`src/rtl/div_seq_pkg.sv`:
```
// Shared definitions for the sequential repeated-subtraction divider.
package div_seq_pkg;

  // Operand/result width used when the instantiating scope does not override it.
  localparam int DEFAULT_WIDTH = 16;

  // Controller states: wait for a request, capture operands, subtract, present result.
  typedef enum logic [1:0] {
    IDLE = 2'd0,
    LOAD = 2'd1,
    SUB  = 2'd2,
    DONE = 2'd3
  } state_e;

endpackage

```
`src/rtl/div_seq_ctrl.sv`:
```
// Control FSM for div_seq: sequences LOAD, the subtract loop and result hand-off.
module div_seq_ctrl
  import div_seq_pkg::*;
(
  input  logic clk,
  input  logic rst_n,
  input  logic start,
  input  logic b_zero,
  input  logic r_ge_b,
  output logic ld,
  output logic sub,
  output logic busy,
  output logic done
);

  state_e state_q;
  state_e state_d;

  // State register; reset drops straight back to IDLE, aborting any division.
  // NOTE: sequential state always uses non-blocking (<=) so every flop samples pre-edge values.
  always_ff @(posedge clk or negedge rst_n) begin
    if (!rst_n) begin
      state_q <= IDLE;
    end else begin
      state_q <= state_d;
    end
  end

  // Next-state and Moore/strobe decode.
  // NOTE: every output gets a default before the case so no path can infer a latch.
  always_comb begin
    state_d = state_q;
    ld      = 1'b0;
    sub     = 1'b0;
    busy    = 1'b0;
    done    = 1'b0;
    case (state_q)
      IDLE: begin
        if (start) state_d = LOAD;
      end
      LOAD: begin
        ld      = 1'b1;
        busy    = 1'b1;
        // A zero divisor skips the loop entirely; R >= 0 would never terminate.
        state_d = b_zero ? DONE : SUB;
      end
      SUB: begin
        busy = 1'b1;
        if (r_ge_b) begin
          sub = 1'b1;
        end else begin
          state_d = DONE;
        end
      end
      DONE: begin
        done = 1'b1;
        // Start must drop before another operation can begin, so a held
        // request cannot retrigger.
        if (!start) state_d = IDLE;
      end
      default: state_d = IDLE;
    endcase
  end

endmodule

```
`src/rtl/div_seq.sv`:
```
// Sequential unsigned divider: one compare/subtract per cycle, result held until next LOAD.
module div_seq
  import div_seq_pkg::*;
#(
  parameter int WIDTH = DEFAULT_WIDTH
) (
  input  logic             clk,
  input  logic             rst_n,
  input  logic             start,
  input  logic [WIDTH-1:0] dividend,
  input  logic [WIDTH-1:0] divisor,
  output logic [WIDTH-1:0] quotient,
  output logic [WIDTH-1:0] remainder,
  output logic             busy,
  output logic             done,
  output logic             div_by_zero
);

  logic [WIDTH-1:0] r_q, r_d;
  logic [WIDTH-1:0] q_q, q_d;
  logic [WIDTH-1:0] b_q, b_d;
  logic             dbz_q, dbz_d;

  logic             ld;
  logic             sub;
  logic             b_zero;
  logic             r_ge_b;
  logic [WIDTH-1:0] r_minus_b;

  // b_zero is only consumed in LOAD, where the divisor has not been captured yet.
  assign b_zero    = (divisor == '0);
  assign r_ge_b    = (r_q >= b_q);
  // Only applied when r_ge_b, so it never underflows.
  assign r_minus_b = r_q - b_q;

  div_seq_ctrl u_ctrl (
    .clk    (clk),
    .rst_n  (rst_n),
    .start  (start),
    .b_zero (b_zero),
    .r_ge_b (r_ge_b),
    .ld     (ld),
    .sub    (sub),
    .busy   (busy),
    .done   (done)
  );

  // Datapath next-state: capture on LOAD, step on SUB, otherwise hold the last result.
  always_comb begin
    r_d   = r_q;
    q_d   = q_q;
    b_d   = b_q;
    dbz_d = dbz_q;
    if (ld) begin
      r_d   = dividend;
      b_d   = divisor;
      q_d   = b_zero ? '1 : '0;
      dbz_d = b_zero;
    end else if (sub) begin
      r_d = r_minus_b;
      q_d = q_q + WIDTH'(1);
    end
  end

  // Datapath registers; reset clears everything so an aborted run leaves no partial result.
  always_ff @(posedge clk or negedge rst_n) begin
    if (!rst_n) begin
      r_q   <= '0;
      q_q   <= '0;
      b_q   <= '0;
      dbz_q <= 1'b0;
    end else begin
      r_q   <= r_d;
      q_q   <= q_d;
      b_q   <= b_d;
      dbz_q <= dbz_d;
    end
  end

  assign quotient    = q_q;
  assign remainder   = r_q;
  assign div_by_zero = dbz_q;

endmodule

```
`config.mk`:
```
export PLATFORM = sky130hd
export DESIGN_NAME = div_seq
export DESIGN_NICKNAME = d
export VERILOG_FILES = /design/src/rtl/div_seq_pkg.sv /design/src/rtl/div_seq_ctrl.sv /design/src/rtl/div_seq.sv
export SDC_FILE = /design/constraint.sdc
export NUM_CORES = 1
export LEC_CHECK = 0
export ABC_AREA = 1
export CAP_MARGIN = 25
export CORE_MARGIN = 2
export CORE_UTILIZATION = 57
export CTS_BUF_LIST = sky130_fd_sc_hd__clkbuf_16
export CTS_CLUSTER_DIAMETER = 40
export DETAILED_ROUTE_END_ITERATION = 12
export PLACE_DENSITY = 0.87
export SETUP_SLACK_MARGIN = 0.3
export SYNTH_ARGS = -nofsm -noshare
export SYNTH_HDL_FRONTEND = slang
export SYNTH_HIERARCHICAL = 1
export SYNTH_SLANG_ARGS = --single-unit
```
`constraint.sdc`:
```
create_clock -name clk -period 4.3 [get_ports clk]
set_clock_uncertainty 0.05 [all_clocks]
set_input_delay 1.29 -clock clk [delete_from_list [all_inputs] [get_ports clk]]
set_output_delay 1.29 -clock clk [all_outputs]
set_load 0.05 [all_outputs]
```
==> results.json, run 1 <==
{
  "crit_arrival_ps": 1950,
  "antenna_found_initial": 0,
  "critPathSlowestCell": "clkdlybuf4s50_1",
  "dieHeight_um": 83.8,
  "layout.cells.non_filler": 661,
  "wire_per_inst_um": 13.3,
  "slew_violations": 0,
  "max_cap_viol_count": 0,
  "drtIter0Drc": 121,
  "layout-drive-gt1-share_pct": 8.39,
  "synthesis.area_mm2": 0.00363,
  "r2r_setup_slack_ps": 1480,
  "worstMarginPinSlew_ps": 540,
  "cts_made_buffers": 5,
  "crit_chain": "inv_1 -> ha_1 -> clkdlybuf4s50_1",
  "final_area_mm2": 0.00451,
  "fin_nets": 641,
  "post-route-drc-count": 0,
  "synth_edf_count": 0,
  "r2r_cells": 17,
  "start_util_pct": 58.2,
  "grt_pass1_wl_um": 15000,
  "rsz0062_at_grt": "no",
  "path_delay_family": "buffers and inverters",
  "yosysTopAreaCell": "dfrtp_1",
  "yosys-top-cells-area": "dfrtp_1, nand2_1, inv_1",
  "grt_usage_pct": 25.8,
  "cts.path.max_buffers": 2,
  "finalCritPeriodShare_pct": 76.5,
  "dr.pass1.iters": 5,
  "synth_nets": 573,
  "dpl_cell_area_mm2": 0.00437,
  "die_area_mm2": 0.00703,
  "syn_to_final_growth_pct": 24.1,
  "synthTopCellsByCount": "nand2_1, inv_1, dfrtp_1, nor2_1, nand3_1",
  "ios": 70,
  "yosysWarnings": 6,
  "grt_pass1_vias": 3397,
  "antenna_cells": 0,
  "io_buffers": 69,
  "min_path_cells": 2,
  "drtAntennaViolNets": 0,
  "cts-root-buf": "clkbuf_16",
  "avgSynthCellArea_um2": 7.05,
  "ys_seq_area_share_pct": 35.1,
  "cts_tree": "yes",
  "num_vias": 3571,
  "required_ps": 2960,
  "core_area_mm2": 0.00624,
  "holdWs_ps": 441,
  "crit_type": "reg2out",
  "drt-total-wl_um": 8790,
  "cts.hold.buffers_added": 0,
  "rows": 29,
  "min-delay-start": "div_by_zero",
  "worstReg2RegEnd": "quotient[10]",
  "dieWidth_um": 83.8,
  "crit_buf_inv": 2,
  "cts_setup_buffers": 0,
  "overflow": 0,
  "clk_pin_slew_ps": 60,
  "slowest_delay_ps": 800,
  "place_inst": 653,
  "hold_end": "div_by_zero",
  "viasPerCell": 5.40,
  "place.gp.congestion": 0.872,
  "setup-tns-final_ps": 0,
  "crit_fanout": 5,
  "cts_sinks": 51,
  "end_kind": "output pin",
  "synth-async-reset-ratio_pct": 100,
  "synthFlopType": "dfrtp_1",
  "fin_crit_ps": 3290,
  "critPathLaunchType": "flip-flop",
  "hold_violations": 0,
  "cts.htree.levels": 2,
  "synth_cell_types": 33,
  "hpwl_um": 6820,
  "ctsResizeCount": 0,
  "synth_cells": 515,
  "slew_headroom_pct": 64.0,
  "netlist.area_leader.share_pct": 35.1,
  "ys_ff_latch": 51,
  "insertion_delay_ps": 280,
  "finalSetupViolations": 0,
  "reg2reg_from": "remainder[0]",
  "grt_max_degree": 54,
  "clock.fmax_ghz": 0.304,
  "status": "completed",
  "holdCritPathClass": "reg2reg",
  "yosysMostFrequentCell": "nand2_1"
}
cells in the final DEF, fill, tap and decap left out, drive strengths merged, types with 6 or more instances in the layout:
cell	n
a21oi	30
a22oi	16
clkdlybuf4s50	68
dfrtp	51
ha	22
inv	89
nand2	162
nand3	35
nand4	6
nor2	47
nor3	6
o21ai	25
registers in the layout, summed over array words and instances (netlist names):
signal          cells
b_q                16
quotient           16
remainder          16
u_ctrl/state_q      2
div_by_zero         1
how the worst max path moves through the flow:
stage	start	endpoint	depth (start not counted)
after floorplan	remainder[0]	remainder[6]	18
after global placement	u_ctrl/state_q[0]	busy	3
after detailed placement	u_ctrl/state_q[0]	busy	3
after CTS	u_ctrl/state_q[0]	busy	3
after global routing	u_ctrl/state_q[0]	busy	3
final	u_ctrl/state_q[0]	busy	3
tightest hold or removal path, delay by kind of cell, from the launching register on:
kind          cells  cell delay (ps)
flops             1              350
simple gates      2              110
cell families (layout without fill, tap and decap cells):
family	count (synthesis)	count (layout)	synth area share, %
AO/OA/AOI/OAI	74	74	12.7
XOR/XNOR	7	7	1.69
adder cells (fa/ha/maj)	23	23	8.13
buffers and inverters	99	168	11.0
flip-flops	51	51	35.1
AND/OR/NAND/NOR	261	261	31.3
routing by layer:
metal  vias to the layer above  track usage [%]  share of wire, %
met5                         -                0                 0
met4                         0             6.01               1.3
met3                        12             3.46               5.8
met2                       119             45.8                50
met1                      1667             33.5                43
li1                       1773                -                 -
per-stage QoR:
| step | util, % | setup slack, ps |
|---|---|---|
| after floorplan | - | 1650 |
| after global placement | 70.0 | 1380 |
| after detailed placement | 70.0 | 1310 |
| after CTS | 72.2 | 1000 |
| after global routing | 72.2 | 945 |
| final | 72.2 | 1010 |
final cells by class:
type,count,area (µm²)
inverter,88,333
sequential,51,1280
clock buffer,5,125
multi-input combinational,365,1960
fill,493,1730
clock inverter,3,11.3
tap,77,96.3
timing repair buffer,72,708
Power of run 1 is not shown: default switching activity piles up to over one toggle a cycle in this logic, so the estimate is an artifact.
==> inputs of run 2 (changes only) <==
Settings changed: CORE_UTILIZATION 57 to 48, PLACE_DENSITY 0.87 to 0.78.
Clock period 4.3 ns to 2.8 ns, I/O delays scaled along.
==> run 2 against run 1 <==
Against the previous run: worst setup slack got worse by 670 ps; critical path depth decreased by 2; largest cell class unchanged; global-route usage decreased by 3.1 points.
==> results.json, run 2 (synthesized netlist as in run 1, its figures left out) <==
{
  "num_vias": 3536,
  "gr-usage-met2_pct": 39.8,
  "dieWidth_um": 91.0,
  "max_cap_viol_count": 0,
  "slew_violations": 0,
  "cts_tree": "yes",
  "gr-usage-met1_pct": 29.9,
  "crit_chain": "clkdlybuf4s50_1",
  "drtAntennaViolNets": 0,
  "dieHeight_um": 91.0,
  "status": "completed",
  "clock.fmax_ghz": 0.407,
  "final_common_cell": "nand2_1",
  "cts.path.max_buffers": 2,
  "crit_type": "reg2out",
  "cts_made_buffers": 5,
  "antenna_found_initial": 0,
  "insertion_delay_ps": 290,
  "top_usage_layer": "met2",
  "worstMarginPinSlew_ps": 533,
  "fin_nets": 647,
  "crit_start": "remainder[15]",
  "hold_violations": 0,
  "fin_crit_ps": 2460,
  "end_kind": "output pin",
  "global_route.usage.met3_pct": 2.90,
  "grt_usage_pct": 22.7,
  "cts.htree.levels": 2,
  "antenna_cells": 0,
  "grt_max_degree": 32,
  "cts_sinks": 51,
  "drt-total-wl_um": 9160,
  "rows": 31,
  "crit_buf_inv": 1,
  "slew_headroom_pct": 64.3,
  "clk_pin_slew_ps": 80,
  "hpwl_um": 7080,
  "holdCritPathClass": "in2async",
  "finalSetupViolations": 0,
  "layout-drive-gt1-share_pct": 12.9,
  "rsz0062_at_grt": "yes",
  "grt_pass1_vias": 3479,
  "layout_common_cells": "nand2_1, inv_1, clkdlybuf4s50_1",
  "holdWs_ps": 459,
  "layout.cells.non_filler": 689,
  "grt_pass1_wl_um": 15600,
  "reg2reg_from": "remainder[0]",
  "wire_per_inst_um": 13.3,
  "crit_arrival_ps": 1570,
  "overflow": 0,
  "path_delay_family": "buffers and inverters",
  "drtIter0Drc": 180,
  "critPathSlowestCell": "clkdlybuf4s50_1",
  "io_buffers": 69,
  "slowest_delay_ps": 850,
  "viasPerCell": 5.13,
  "setup-tns-final_ps": 0,
  "core_area_mm2": 0.00729,
  "place.gp.congestion": 0.897,
  "die_area_mm2": 0.00828,
  "syn_to_final_growth_pct": 29.8,
  "finalCritPeriodShare_pct": 87.8,
  "cts-root-buf": "clkbuf_16",
  "place_inst": 679,
  "crit_fanout": 3,
  "required_ps": 1910,
  "dr.pass1.iters": 5,
  "ios": 70,
  "start_util_pct": 49.8,
  "critPathLaunchType": "flip-flop",
  "post-route-drc-count": 0
}
-- run 2: changes by cell type in the layout (fill, tap and decap cells not counted), moves of 3 or more --
cell / previous run / this run
inv_1: 75 / 72
nand2_2: 4 / 7
dlymetal6s2s_1: 0 / 6
clkdlybuf4s50_1: 68 / 60
nand2_1: 157 / 154
buf_4: 3 / 7
-- run 2: per-stage QoR --
stage / worst slack, ps / cell area, µm² / utilization [%]
after floorplan: 343 / 3640 / -
after global placement: 373 / 4450 / 61.0
after detailed placement: 270 / 4450 / 61.0
after CTS: 315 / 4630 / 63.4
after global routing: 273 / 4710 / 64.6
final: 342 / 4710 / 64.6
-- run 2: worst paths after layout --
check	end	cells after the start	slack, ps
max	remainder[15]	1	340
min	b_q[4]	1	460
max reg2reg	quotient[3]	17	410
min reg2reg	b_q[0]	2	460
max in group asynchronous	remainder[0]	2	1700
min in group clk	b_q[0]	2	460
-- run 2: area by class of cell --
| type | count | area [µm²] |
|---|---|---|
| clock buffer | 5 | 125 |
| sequential | 51 | 1280 |
| multi-input combinational | 365 | 2020 |
| fill | 663 | 2580 |
| clock inverter | 3 | 46.3 |
| timing repair buffer | 78 | 785 |
| inverter | 88 | 338 |
| tap | 99 | 124 |
-- run 2: routing by layer --
layer	wire, µm	part of all wire [%]	vias to the layer above
met1	4090	45	1644
met3	441	4.8	10
met5	0	0	-
met4	121	1.3	0
met2	4510	49	94
li1	-	-	1788
-- run 2: repair_timing --
action	4_1_cts	5_1_grt
setup endpoints to repair	3	38
setup buffers	0	2
hold buffers	0	0
resized for setup	3	25
pin swaps	0	2
Power of run 2 is left out for the same reason.
==> inputs of run 3 (changes only) <==
Settings changed: SLEW_MARGIN from default to 20.
==> results of run 3 <==
Same layout as run 2: the final DEF is identical, and so are final timing and power.
Power of run 3 is left out for the same reason.
